`src/rtl/fp_pkg.sv`:
```
// Shared floating-point datapath constants and FSM encoding used by the
// alignment (denormalization), normalization and rounding stages.
package fp_pkg;

    localparam int EXP_W   = 8;
    localparam int FRAC_W  = 23;
    localparam int MANT_W  = FRAC_W + 1;
    localparam int GRS_W   = 3;
    localparam int ALIGN_W = MANT_W + GRS_W;
    localparam int SHAMT_W = $clog2(ALIGN_W + 1);

    typedef enum logic [1:0] {
        IDLE  = 2'd0,
        SHIFT = 2'd1,
        DONE  = 2'd2
    } state_e;

endpackage

```
`src/rtl/sticky_shr.sv`:
```
// Combinational right shift with sticky collection: every bit shifted out is
// ORed into the LSB of the result so rounding information is never lost.
module sticky_shr
    import fp_pkg::*;
#(
    parameter int W  = ALIGN_W,
    parameter int SW = SHAMT_W
) (
    input  logic [W-1:0]  din,
    input  logic [SW-1:0] sh,
    output logic [W-1:0]  dout
);

    logic [W-1:0] shifted_s;
    logic [W-1:0] mask_s;
    logic         lost_s;

    // Shift, then fold the discarded low bits into the sticky position.
    always_comb begin
        shifted_s = din >> sh;
        mask_s    = ~({W{1'b1}} << sh);
        lost_s    = |(din & mask_s);
        dout      = {shifted_s[W-1:1], shifted_s[0] | lost_s};
    end

endmodule

```
`src/rtl/denormalization.sv`:
```
// Operand alignment ahead of the FP adder: orders two operands by magnitude and
// right-shifts the smaller mantissa STEP bits per cycle, producing G/R/S bits.
module denormalization #(
    parameter int STEP   = 4,
    parameter int EXP_W  = fp_pkg::EXP_W,
    parameter int FRAC_W = fp_pkg::FRAC_W
) (
    input  logic              clk,
    input  logic              rst_n,
    input  logic              in_valid,
    output logic              in_ready,
    input  logic              signA,
    input  logic              signB,
    input  logic [EXP_W-1:0]  expA,
    input  logic [EXP_W-1:0]  expB,
    input  logic [FRAC_W-1:0] fracA,
    input  logic [FRAC_W-1:0] fracB,
    output logic              out_valid,
    input  logic              out_ready,
    output logic              swap,
    output logic              signBig,
    output logic              signSmall,
    output logic [EXP_W-1:0]  expOut,
    output logic [FRAC_W:0]   fracBig,
    output logic [FRAC_W+3:0] fracSmall
);

    import fp_pkg::*;

    localparam int MW = FRAC_W + 1;
    localparam int AW = MW + 3;
    localparam int SW = $clog2(AW + 1);
    localparam logic [SW-1:0]    STEP_C = SW'(STEP);
    localparam logic [EXP_W-1:0] AW_E   = EXP_W'(AW);

    state_e           state_r;
    logic [AW-1:0]    v_r;
    logic [SW-1:0]    rem_r;

    logic [EXP_W-1:0] eff_a_s, eff_b_s, eff_big_s, eff_small_s, diff_s;
    logic [MW-1:0]    mant_a_s, mant_b_s, mant_big_s, mant_small_s;
    logic             b_bigger_s, sign_big_s, sign_small_s;
    logic [SW-1:0]    d_s, step_s;
    logic [AW-1:0]    v_next_s;

    // Effective operands: denormals use exponent 1 and a cleared hidden bit.
    always_comb begin
        mant_a_s   = {(expA != {EXP_W{1'b0}}), fracA};
        mant_b_s   = {(expB != {EXP_W{1'b0}}), fracB};
        eff_a_s    = (expA == {EXP_W{1'b0}}) ? {{(EXP_W-1){1'b0}}, 1'b1} : expA;
        eff_b_s    = (expB == {EXP_W{1'b0}}) ? {{(EXP_W-1){1'b0}}, 1'b1} : expB;
        b_bigger_s = ({expB, fracB} > {expA, fracA});
        if (b_bigger_s) begin
            eff_big_s    = eff_b_s;
            eff_small_s  = eff_a_s;
            mant_big_s   = mant_b_s;
            mant_small_s = mant_a_s;
            sign_big_s   = signB;
            sign_small_s = signA;
        end else begin
            eff_big_s    = eff_a_s;
            eff_small_s  = eff_b_s;
            mant_big_s   = mant_a_s;
            mant_small_s = mant_b_s;
            sign_big_s   = signA;
            sign_small_s = signB;
        end
        diff_s = eff_big_s - eff_small_s;
        if (diff_s > AW_E) begin
            d_s = SW'(AW);
        end else begin
            d_s = diff_s[SW-1:0];
        end
    end

    // Per-cycle shift amount is the smaller of what remains and STEP.
    always_comb begin
        if (rem_r < STEP_C) begin
            step_s = rem_r;
        end else begin
            step_s = STEP_C;
        end
    end

    sticky_shr #(.W(AW), .SW(SW)) u_sticky_shr (
        .din  (v_r),
        .sh   (step_s),
        .dout (v_next_s)
    );

    // Control FSM and registered result; the result holds while DONE waits.
    always_ff @(posedge clk or negedge rst_n) begin
        if (!rst_n) begin
            state_r   <= IDLE;
            v_r       <= {AW{1'b0}};
            rem_r     <= {SW{1'b0}};
            swap      <= 1'b0;
            signBig   <= 1'b0;
            signSmall <= 1'b0;
            expOut    <= {EXP_W{1'b0}};
            fracBig   <= {MW{1'b0}};
        end else begin
            case (state_r)
                IDLE: begin
                    if (in_valid) begin
                        swap      <= b_bigger_s;
                        signBig   <= sign_big_s;
                        signSmall <= sign_small_s;
                        expOut    <= eff_big_s;
                        fracBig   <= mant_big_s;
                        v_r       <= {mant_small_s, 3'b000};
                        rem_r     <= d_s;
                        state_r   <= (d_s == {SW{1'b0}}) ? DONE : SHIFT;
                    end
                end
                SHIFT: begin
                    v_r   <= v_next_s;
                    rem_r <= rem_r - step_s;
                    if (rem_r == step_s) begin
                        state_r <= DONE;
                    end
                end
                DONE: begin
                    if (out_ready) begin
                        state_r <= IDLE;
                    end
                end
                default: state_r <= IDLE;
            endcase
        end
    end

    assign fracSmall = v_r;
    assign out_valid = (state_r == DONE);
    assign in_ready  = rst_n & (state_r == IDLE);

endmodule

```
`config.mk`:
```
export PLATFORM = sky130hd
export DESIGN_NAME = denormalization
export DESIGN_NICKNAME = d
export VERILOG_FILES = /design/src/rtl/fp_pkg.sv /design/src/rtl/sticky_shr.sv /design/src/rtl/denormalization.sv
export SDC_FILE = /design/constraint.sdc
export NUM_CORES = 1
export LEC_CHECK = 0
export ABC_AREA = 1
export ABC_CLOCK_PERIOD_IN_PS = 3000
export CAP_MARGIN = 10
export CORE_MARGIN = 2
export CORE_UTILIZATION = 55
export CTS_CLUSTER_DIAMETER = 50
export DETAILED_ROUTE_END_ITERATION = 16
export PLACE_DENSITY = 0.87
export SKIP_CTS_REPAIR_TIMING = 1
export SLEW_MARGIN = 20
export SYNTH_ARGS = -nofsm -noshare
export SYNTH_HDL_FRONTEND = slang
export SYNTH_SLANG_ARGS = --single-unit
```
`constraint.sdc`:
```
create_clock -name clk -period 3 [get_ports clk]
set_input_delay 0.6 -clock clk [delete_from_list [all_inputs] [get_ports clk]]
set_output_delay 0.6 -clock clk [all_outputs]
set_load 0.01 [all_outputs]
```
==> results of run 1 <==
## per-stage QoR
stage | cell area [sq um] | hold slack [ns] | total power [uW] | utilization (%) | std cells
after CTS | 7939 | 0.3796 | 6632 | 81.60 | 1139
after global placement | 7669 | 0.4612 | 5425 | 78.82 | 1123
after global routing | 8454 | 0.3971 | 7336 | 86.90 | 1154
after floorplan | 5619 | 0.3044 | 3804 | - | 797
after detailed placement | 7669 | 0.4644 | 5555 | 78.82 | 1123
final | 8454 | 0.3727 | 6967 | 86.90 | 1154
## cell usage in the layout, fill, tap and decap left out, types with 18 or more instances in the layout
cell type | Yosys | routed
nand2_1 | 234 | 218
buf_4 | 1 | 109
o21ai_0 | 97 | 91
inv_1 | 100 | 73
dfrtp_1 | 69 | 69
clkdlybuf4s50_1 | 0 | 68
dlymetal6s2s_1 | 0 | 49
a21oi_1 | 50 | 45
nor2_1 | 37 | 34
inv_2 | 3 | 26
ha_4 | 0 | 21
nand2_2 | 7 | 18
## layout make-up
class,count,area (sq um)
diodes,6,15.01
clock buffers,9,123.9
clock inverters,7,146.4
fillers,538,1275
inverters,105,411.6
multi-input cells,584,3642
flip-flops and latches,69,1727
well taps,133,166.4
repair buffers,241,2222
## path summary, 6_finish.rpt
path                            from       endpoint  depth (start not counted)
setup / recovery           fracA[19]       rem_r[0]                         26
hold / removal                 rst_n    fracBig[16]                          2
setup reg to reg            rem_r[3]  fracSmall[20]                         11
hold reg to reg            expOut[6]      expOut[6]                          2
max in group asynchronous      rst_n      expOut[0]                          3
min in group clk           expOut[6]      expOut[6]                          2
## power breakdown
part	switching [uW]	internal, uW
sequential	402	1390
combinational	2310	1800
clock	429	643
## sequential cells by signal, indices dropped and copies added (netlist names)
| signal | cells |
|---|---|
| expOut | 8 |
| fracSmall | 27 |
| signSmall | 1 |
| signBig | 1 |
| state_r | 2 |
| swap | 1 |
| rem_r | 5 |
| fracBig | 24 |
## worst max-delay path, delay by kind of cell
kind | cells | cell delay (ns)
buffers and inverters | 4 | 0.48
adders and majority gates | 3 | 0.90
AOI/OAI and AO/OA | 3 | 0.39
and+or+nand+nor | 16 | 1.49
## cell families (layout without fill, tap and decap cells)
kind of cell    Yosys count  count (layout)
flops                    69              69
xor+xnor                  4               4
fa+ha+maj                40              40
compound gates          220             220
other cells               1               7
buf+inv                 144             362
simple gates            319             319
## per-layer routing
metal	global-route usage, %	vias to the layer above
li1	-	3100
met1	48.06	3205
met2	56.02	603
met3	7.018	165
met4	10.42	2
met5	0	-
==> impl_metrics.csv, run 1 <==
group,metric,value,unit
logic_synthesis,synthTopCellsByArea,"dfrtp_1 31%, nand2_1 16%, ha_1 8.9%",
logic_synthesis,ys_seq_area_share,31.49,%
cts,clockRootBuffer,"clkbuf_8",
detailed_routing,post_drt_wl_per_cell,19.47,um
cts,htree_levels,3,
setup_path,worst-setup-path-type,"in2reg",
sta,slew_violations,0,
logic_synthesis,async_flop_share,100.0,%
logic_synthesis,synth-seq-cells,69,
run_status,outcome,"finished with violations",
cts,clkTransAtPathRegs,0.10,ns
global_routing,grt_pass1_wl,30740,um
sta,clock.fmax,277.9,MHz
global_routing,overflow,0,
cts,cts_made_buffers,9,
logic_synthesis,synthSimpleGateAreaFrac,24.34,%
logic_synthesis,synthTopCellsByCount,"234 x nand2_1, 100 x inv_1, 97 x o21ai_0",
placement,portBuffers,131,
setup_path,cpMostUsedCell,"nand2_1",
detailed_routing,drt-total-wl,22470,um
logic_synthesis,synth_xor_area_share,0.6388,%
die,fp.coreArea,0.009729,sq mm
sta,finalSetupTns,-3.861,ns
detailed_routing,drc_errors,0,
finish,final_nets,1118,
setup_path,crit_path_top_delay_cell,"fa_2",
detailed_routing,wl_met1,8312,um
cts,cts.sinks,69,
global_routing,antenna_found_initial,7,
setup_path,cp-start-kind,"input port",
sta,setup_viol,7,
run_status,violations,"setup timing",
sta,finalCritPeriodShare,119.9,%
logic_synthesis,synth_cell_types,46,
logic_synthesis,synth_compound_area_share,24.07,%
logic_synthesis,synthFlopType,"dfrtp_1",
pwr,peakVddDrop,0.0004881,V
logic_synthesis,syn_nets,905,
setup_path,critical_path.max_fanout,6,
logic_synthesis,yosys.area.top_type,"dfrtp_1",
placement,gp_congestion,0.9620,
detailed_routing,route.vias.total,7075,
setup_path,crit_required,3.26,ns
detailed_routing,dr.max_layer_used,"met5",
sta,max_slew_margin,51.22,%
global_routing,grt_pass1_vias,6249,
sta,final_period_minus_worst_setup_slack,3.598,ns
cts,tritoncts,"done",
setup_path,reg2reg_slack,0.11,ns
cts,insertion_delay,0.37,ns
placement,dp_hpwl,14200,um
setup_path,max_stage_delay,0.40,ns
sta,setup_slack,-0.5979,ns
sta,rsz0062_at_grt,"yes",
pwr,power_density,824.0,mW/mm^2
detailed_routing,dr.first_iter.drc_count,747,
die,io_pins,132,
logic_synthesis,synthMuxAreaShare,0,%
sta,clock_skew,0.01248,ns
logic_synthesis,synth.most_common_cell,"nand2_1",
detailed_routing,met3WireLength,2798,um
cts,clockBufferDepth,2,
setup_path,cp.arrival,3.86,ns
die,die_h,103.9,um
global_routing,track_usage,34.98,%
detailed_routing,dr_wl_met2,10030,um
logic_synthesis,ys_warn_count,0,
logic_synthesis,synth_top_area_share,31.49,%
setup_path,cp-end-kind,"register",
pwr,leakagePower,0.004420,uW
die,rows,36,
logic_synthesis,syn_area,0.005484,sq mm
global_routing,grt_start_max_net_pins,74,
sta,worst_pin_slew,0.7309,ns
die,start_util,56.37,%
logic_synthesis,syn_inst,797,
die,dieArea,0.01079,sq mm
sta,hold_viol,0,
detailed_routing,final_antenna_net_count,0,
logic_synthesis,synth-edff-count,0,
logic_synthesis,synth_fa_ha_area_share,9.263,%
detailed_routing,vias_per_cell,6.131,
job,cap_violations,0,
die,fp.dieW,103.9,um
placement,post-place-ws,-1.274,ns
logic_synthesis,synth_top_family_by_area,"simple AND/OR/NAND/NOR gates",
finish,drive_above_1_share,24.33,%
logic_synthesis,synth_area_per_cell,6.881,sq um
detailed_routing,dr.pass1.iters,8,
min_path,min_path_type,"in2async",
finish,synthToLayoutAreaGrowth,54.16,%
No activity file was read; power rests on OpenSTA's default activity.
==> inputs of run 2 (changes only) <==
Settings changed: CORE_MARGIN 2 to default.
==> impl_metrics.csv, run 2 (synthesis gave the netlist of run 1 again) <==
group,metric,value,unit
global_routing,antenna_found_initial,0,
pwr,peakVddDrop,0.0005301,V
finish,fillCellCount,489,
finish,layout_commonest_cell,"nand2_1",
min_path,hold_start,"fracBig[9]",
detailed_routing,post_drt_wl_per_cell,20.37,um
sta,rsz0062_at_grt,"yes",
die,fp.dieW,101.9,um
cts,cts_made_buffers,9,
cts,tritoncts,"done",
setup_path,crit_path_top_delay_cell,"fa_2",
sta,final_period_minus_worst_setup_slack,3.808,ns
finish,antenna_cells,0,
cts,clockRootBuffer,"clkbuf_8",
finish,layout.cells.most_common_list,"209 x nand2_1, 115 x buf_4, 92 x o21ai_0",
setup_path,crit_start,"fracA[2]",
global_routing,grt_start_max_net_pins,70,
pwr,swShare,44.81,%
sta,max_slew_margin,38.03,%
detailed_routing,wl_met1,8938,um
cts,cts.sinks,69,
finish,final_nets,1125,
sta,slew_violations,0,
finish,final_util,88.80,%
finish,final_area,0.008640,sq mm
global_routing,track_usage,38.58,%
finish,register_area,0.001727,sq mm
pwr,p_sw,3238,uW
pwr,leakagePower,0.004381,uW
die,start_util,56.37,%
placement,postPlaceCellArea,0.007711,sq mm
global_routing,grt_pass1_vias,6408,
die,rows,36,
setup_path,r2r-start,"rem_r[3]",
sta,clock.fmax,262.6,MHz
placement,dp_hpwl,14830,um
die,dieArea,0.01037,sq mm
detailed_routing,route.vias.total,7158,
setup_path,path_buf_inv,4,
pwr,power.share.clock,15.9,%
setup_path,cpMostUsedCell,"nand2_1",
pwr,combPwrFrac,59.2,%
detailed_routing,dr.first_iter.drc_count,852,
finish,drive_above_1_share,28.18,%
detailed_routing,dr.pass1.iters,9,
sta,setup_slack,-0.8085,ns
setup_path,cp-start-kind,"input port",
pwr,p_int,3987,uW
sta,setup_viol,36,
detailed_routing,drt-total-wl,23530,um
setup_path,cp.arrival,4.06,ns
placement,portBuffers,131,
setup_path,cp-end-kind,"register",
die,die_h,101.9,um
detailed_routing,vias_per_cell,6.197,
pwr,power_density,836.2,mW/mm^2
finish,synthToLayoutAreaGrowth,57.54,%
sta,worst_pin_slew,0.9296,ns
detailed_routing,dr_wl_met2,10660,um
detailed_routing,met3WireLength,2757,um
pwr,power_frac_seq,24.9,%
job,cap_violations,0,
cts,clkTransAtPathRegs,0.08,ns
setup_path,worst-setup-path-type,"in2reg",
cts,htree_levels,3,
cts,insertion_delay,0.37,ns
global_routing,overflow,0,
sta,finalCritPeriodShare,126.9,%
global_routing,grt_pass1_wl,30820,um
sta,hold_viol,0,
setup_path,crit_family,"simple AND/OR/NAND/NOR gates",
run_status,violations,"setup timing",
setup_path,max_stage_delay,0.35,ns
finish,largest_reg_flops,27,
cts,clockBufferDepth,2,
placement,gp_congestion,0.9643,
setup_path,crit_required,3.25,ns
detailed_routing,final_antenna_net_count,0,
detailed_routing,dr.max_layer_used,"met4",
die,io_pins,132,
sta,clock_skew,0.01830,ns
min_path,min_path_type,"reg2reg",
finish,multi_input_area,0.003806,sq mm
setup_path,critical_path.max_fanout,7,
run_status,outcome,"finished with violations",
detailed_routing,drc_errors,0,
die,fp.coreArea,0.009729,sq mm
-- run 2: power by group through the flow --
stage	clock (uW)	combinational, uW	sequential [uW]
after floorplan	0	1920	1880
after global placement	0	3720	1740
after detailed placement	0	3860	1770
after CTS	1130	3900	1760
after global routing	1190	4550	1820
final	1150	4280	1800
-- run 2: routing by layer --
metal / vias to the layer above / GRT usage (%)
li1: 3111 / -
met4: 0 / 16.15
met1: 3335 / 51.82
met2: 572 / 59.77
met3: 140 / 9.234
met5: - / 0
-- run 2: final cells by class --
type / instances / area share (%)
inverter: 105 / 4.794
multi-input combinational: 585 / 44.06
clock inverter: 6 / 1.825
sequential: 69 / 19.99
timing repair buffer: 247 / 25.82
tap: 133 / 1.926
clock buffer: 10 / 1.593
-- run 2: through the flow --
step,hold WS (ns),setup WS (ns),setup TNS [ns],power (uW),instances
after global placement,0.4620,-1.265,-31.23,5463,1127
after detailed placement,0.4665,-1.403,-37.10,5632,1127
after floorplan,0.3044,-0.5504,-3.630,3804,797
after global routing,0.5177,-0.9008,-9.903,7563,1155
final,0.4845,-0.8085,-8.424,7225,1155
after CTS,0.4886,-1.041,-17.60,6785,1143
-- run 2: final timing paths --
path,depth (start not counted),to,slack [ns]
min,2,fracBig[9],0.48
max in group asynchronous,2,fracBig[15],1.84
max,26,state_r[1],-0.81
min in group asynchronous,2,fracSmall[11],0.55
min reg2reg,2,fracBig[9],0.48
max reg2reg,10,fracSmall[18],0.32
-- run 2: tightest hold or removal path, stage by stage, from the launching register on --
cell and delay [ns]:
dfrtp_1 0.35, nand2_1 0.05, nand2_1 0.05
==> inputs of run 3 (changes only) <==
Settings changed: ABC_CLOCK_PERIOD_IN_PS 3000 to 4040, CORE_UTILIZATION 55 to 51, PLACE_DENSITY 0.87 to 0.82, SETUP_SLACK_MARGIN from default to 0.5.
Clock period 3 ns to 4.04 ns, I/O delays scaled along.
==> impl_metrics.csv, run 3 (synthesis gave the netlist of run 1 again) <==
group,metric,value,unit
setup_path,crit_path_top_delay_cell,"fa_2",
pwr,leakagePower,0.004170,uW
detailed_routing,dr.first_iter.drc_count,684,
sta,rsz0062_at_grt,"yes",
pwr,peakVddDrop,0.0005755,V
sta,clock.fmax,270.2,MHz
setup_path,crit_family,"simple AND/OR/NAND/NOR gates",
setup_path,max_stage_delay,0.36,ns
cts,tritoncts,"done",
sta,finalSetupTns,0,ns
finish,drive_above_1_share,26.95,%
cts,clockRootBuffer,"clkbuf_8",
global_routing,overflow,0,
setup_path,cp-start-kind,"input port",
sta,slew_violations,0,
setup_path,crit_required,4.29,ns
sta,setup_viol,0,
placement,postPlaceCellArea,0.007575,sq mm
cts,cts_made_buffers,9,
setup_path,cp.arrival,3.96,ns
pwr,power_density,588.9,mW/mm^2
die,rows,37,
die,die_h,105.7,um
detailed_routing,post_drt_wl_per_cell,18.51,um
detailed_routing,route.vias.total,6782,
sta,max_slew_margin,47.42,%
finish,final_area,0.008298,sq mm
cts,clkTransAtPathRegs,0.07,ns
setup_path,worst-setup-path-type,"in2reg",
detailed_routing,drc_errors,0,
detailed_routing,drt-total-wl,21010,um
finish,fillCellCount,669,
run_status,outcome,"finished clean",
finish,final_nets,1101,
placement,portBuffers,131,
die,dieArea,0.01117,sq mm
setup_path,critical_path.max_fanout,6,
die,fp.coreArea,0.01037,sq mm
min_path,min_path_type,"reg2reg",
sta,finalCritPeriodShare,91.61,%
job,cap_violations,0,
cts,cts.sinks,69,
die,io_pins,132,
min_path,worstHoldPathCells,2,
global_routing,grt_pass1_vias,6038,
detailed_routing,final_antenna_net_count,0,
sta,clock_skew,0.009572,ns
finish,layout.cells.most_common_list,"213 x nand2_1, 91 x o21ai_0, 91 x buf_4",
sta,worst_pin_slew,0.7887,ns
finish,synthToLayoutAreaGrowth,51.31,%
setup_path,rr_worst_depth,9,
sta,hold_viol,0,
sta,final_period_minus_worst_setup_slack,3.701,ns
setup_path,cpMostUsedCell,"nand2_2",
setup_path,cp-end-kind,"register",
detailed_routing,vias_per_cell,5.975,
placement,gp_congestion,0.9500,
placement,dp_hpwl,13910,um
cts,insertion_delay,0.37,ns
setup_path,path_buf_inv,4,
setup_path,cp.depth,25,
finish,largest_reg_flops,27,
global_routing,track_usage,32.95,%
global_routing,grt_pass1_wl,29040,um
global_routing,antenna_found_initial,1,
cts,htree_levels,3,
cts,clockBufferDepth,2,
finish,layout_commonest_cell,"nand2_1",
detailed_routing,dr.pass1.iters,6,
global_routing,grt_start_max_net_pins,77,
die,start_util,52.88,%
die,fp.dieW,105.7,um
[run 3: changes by cell type in the layout (fill, tap and decap cells not counted), sizes merged]
| cell | delta |
|---|---|
| clkinvlp | -1 |
| bufinv | -4 |
| nand2 | -1 |
| dlymetal6s2s | -5 |
| diode | +1 |
| clkbuf | +12 |
| clkinv | +4 |
| buf | -29 |
[run 3: final cells by class]
type                    count  area [sq um]  area share, %
flip-flops and latches     69          1727          20.81
well taps                 136         170.2          2.051
repair buffers            224          1989          23.97
diodes                      1         2.502        0.03016
inverters                 105         414.1          4.991
clock buffers              11         141.4          1.704
clock inverters             5         50.05         0.6031
multi-input cells         584          3804          45.84
[run 3: worst paths after layout]
path | start | to | slack, ns
setup / recovery | fracA[17] | rem_r[1] | 0.34
hold / removal | fracBig[6] | fracBig[6] | 0.48
setup reg to reg | rem_r[3] | fracSmall[19] | 1.24
hold reg to reg | fracBig[6] | fracBig[6] | 0.48
max in group asynchronous | rst_n | rem_r[1] | 2.54
min in group asynchronous | rst_n | fracBig[17] | 0.61
[run 3: where the power goes]
part	total [uW]	switching, uW	internal (uW)
Combinational	2980	1660	1320
Clock	588	290	298
Sequential	1320	284	1030
[run 3: metal layers]
metal	global-route usage, %	vias to the layer above	wire length [um]
li1	-	3066	-
met1	45.35	3182	8492
met2	50.89	443	9581
met3	7.359	91	2104
met4	11.51	0	829
met5	0	-	0
[run 3: tightest hold or removal path, stage by stage, from the launching register on]
cell and delay [ns]:
dfrtp_1 0.34, nand2_1 0.05, nand2_1 0.06
[run 3: through the flow]
stage | instances | setup slack, ns | hold WS (ns) | util [%] | power [uW]
after floorplan | 797 | 0.2816 | 0.4648 | - | 2825
after global placement | 1113 | -0.3247 | 0.4609 | 73.05 | 4009
after detailed placement | 1113 | -0.4671 | 0.4654 | 73.05 | 4089
after CTS | 1129 | -0.07823 | 0.4861 | 74.89 | 4680
after global routing | 1135 | 0.1948 | 0.5057 | 80.02 | 5187
final | 1135 | 0.3389 | 0.4833 | 80.02 | 4886
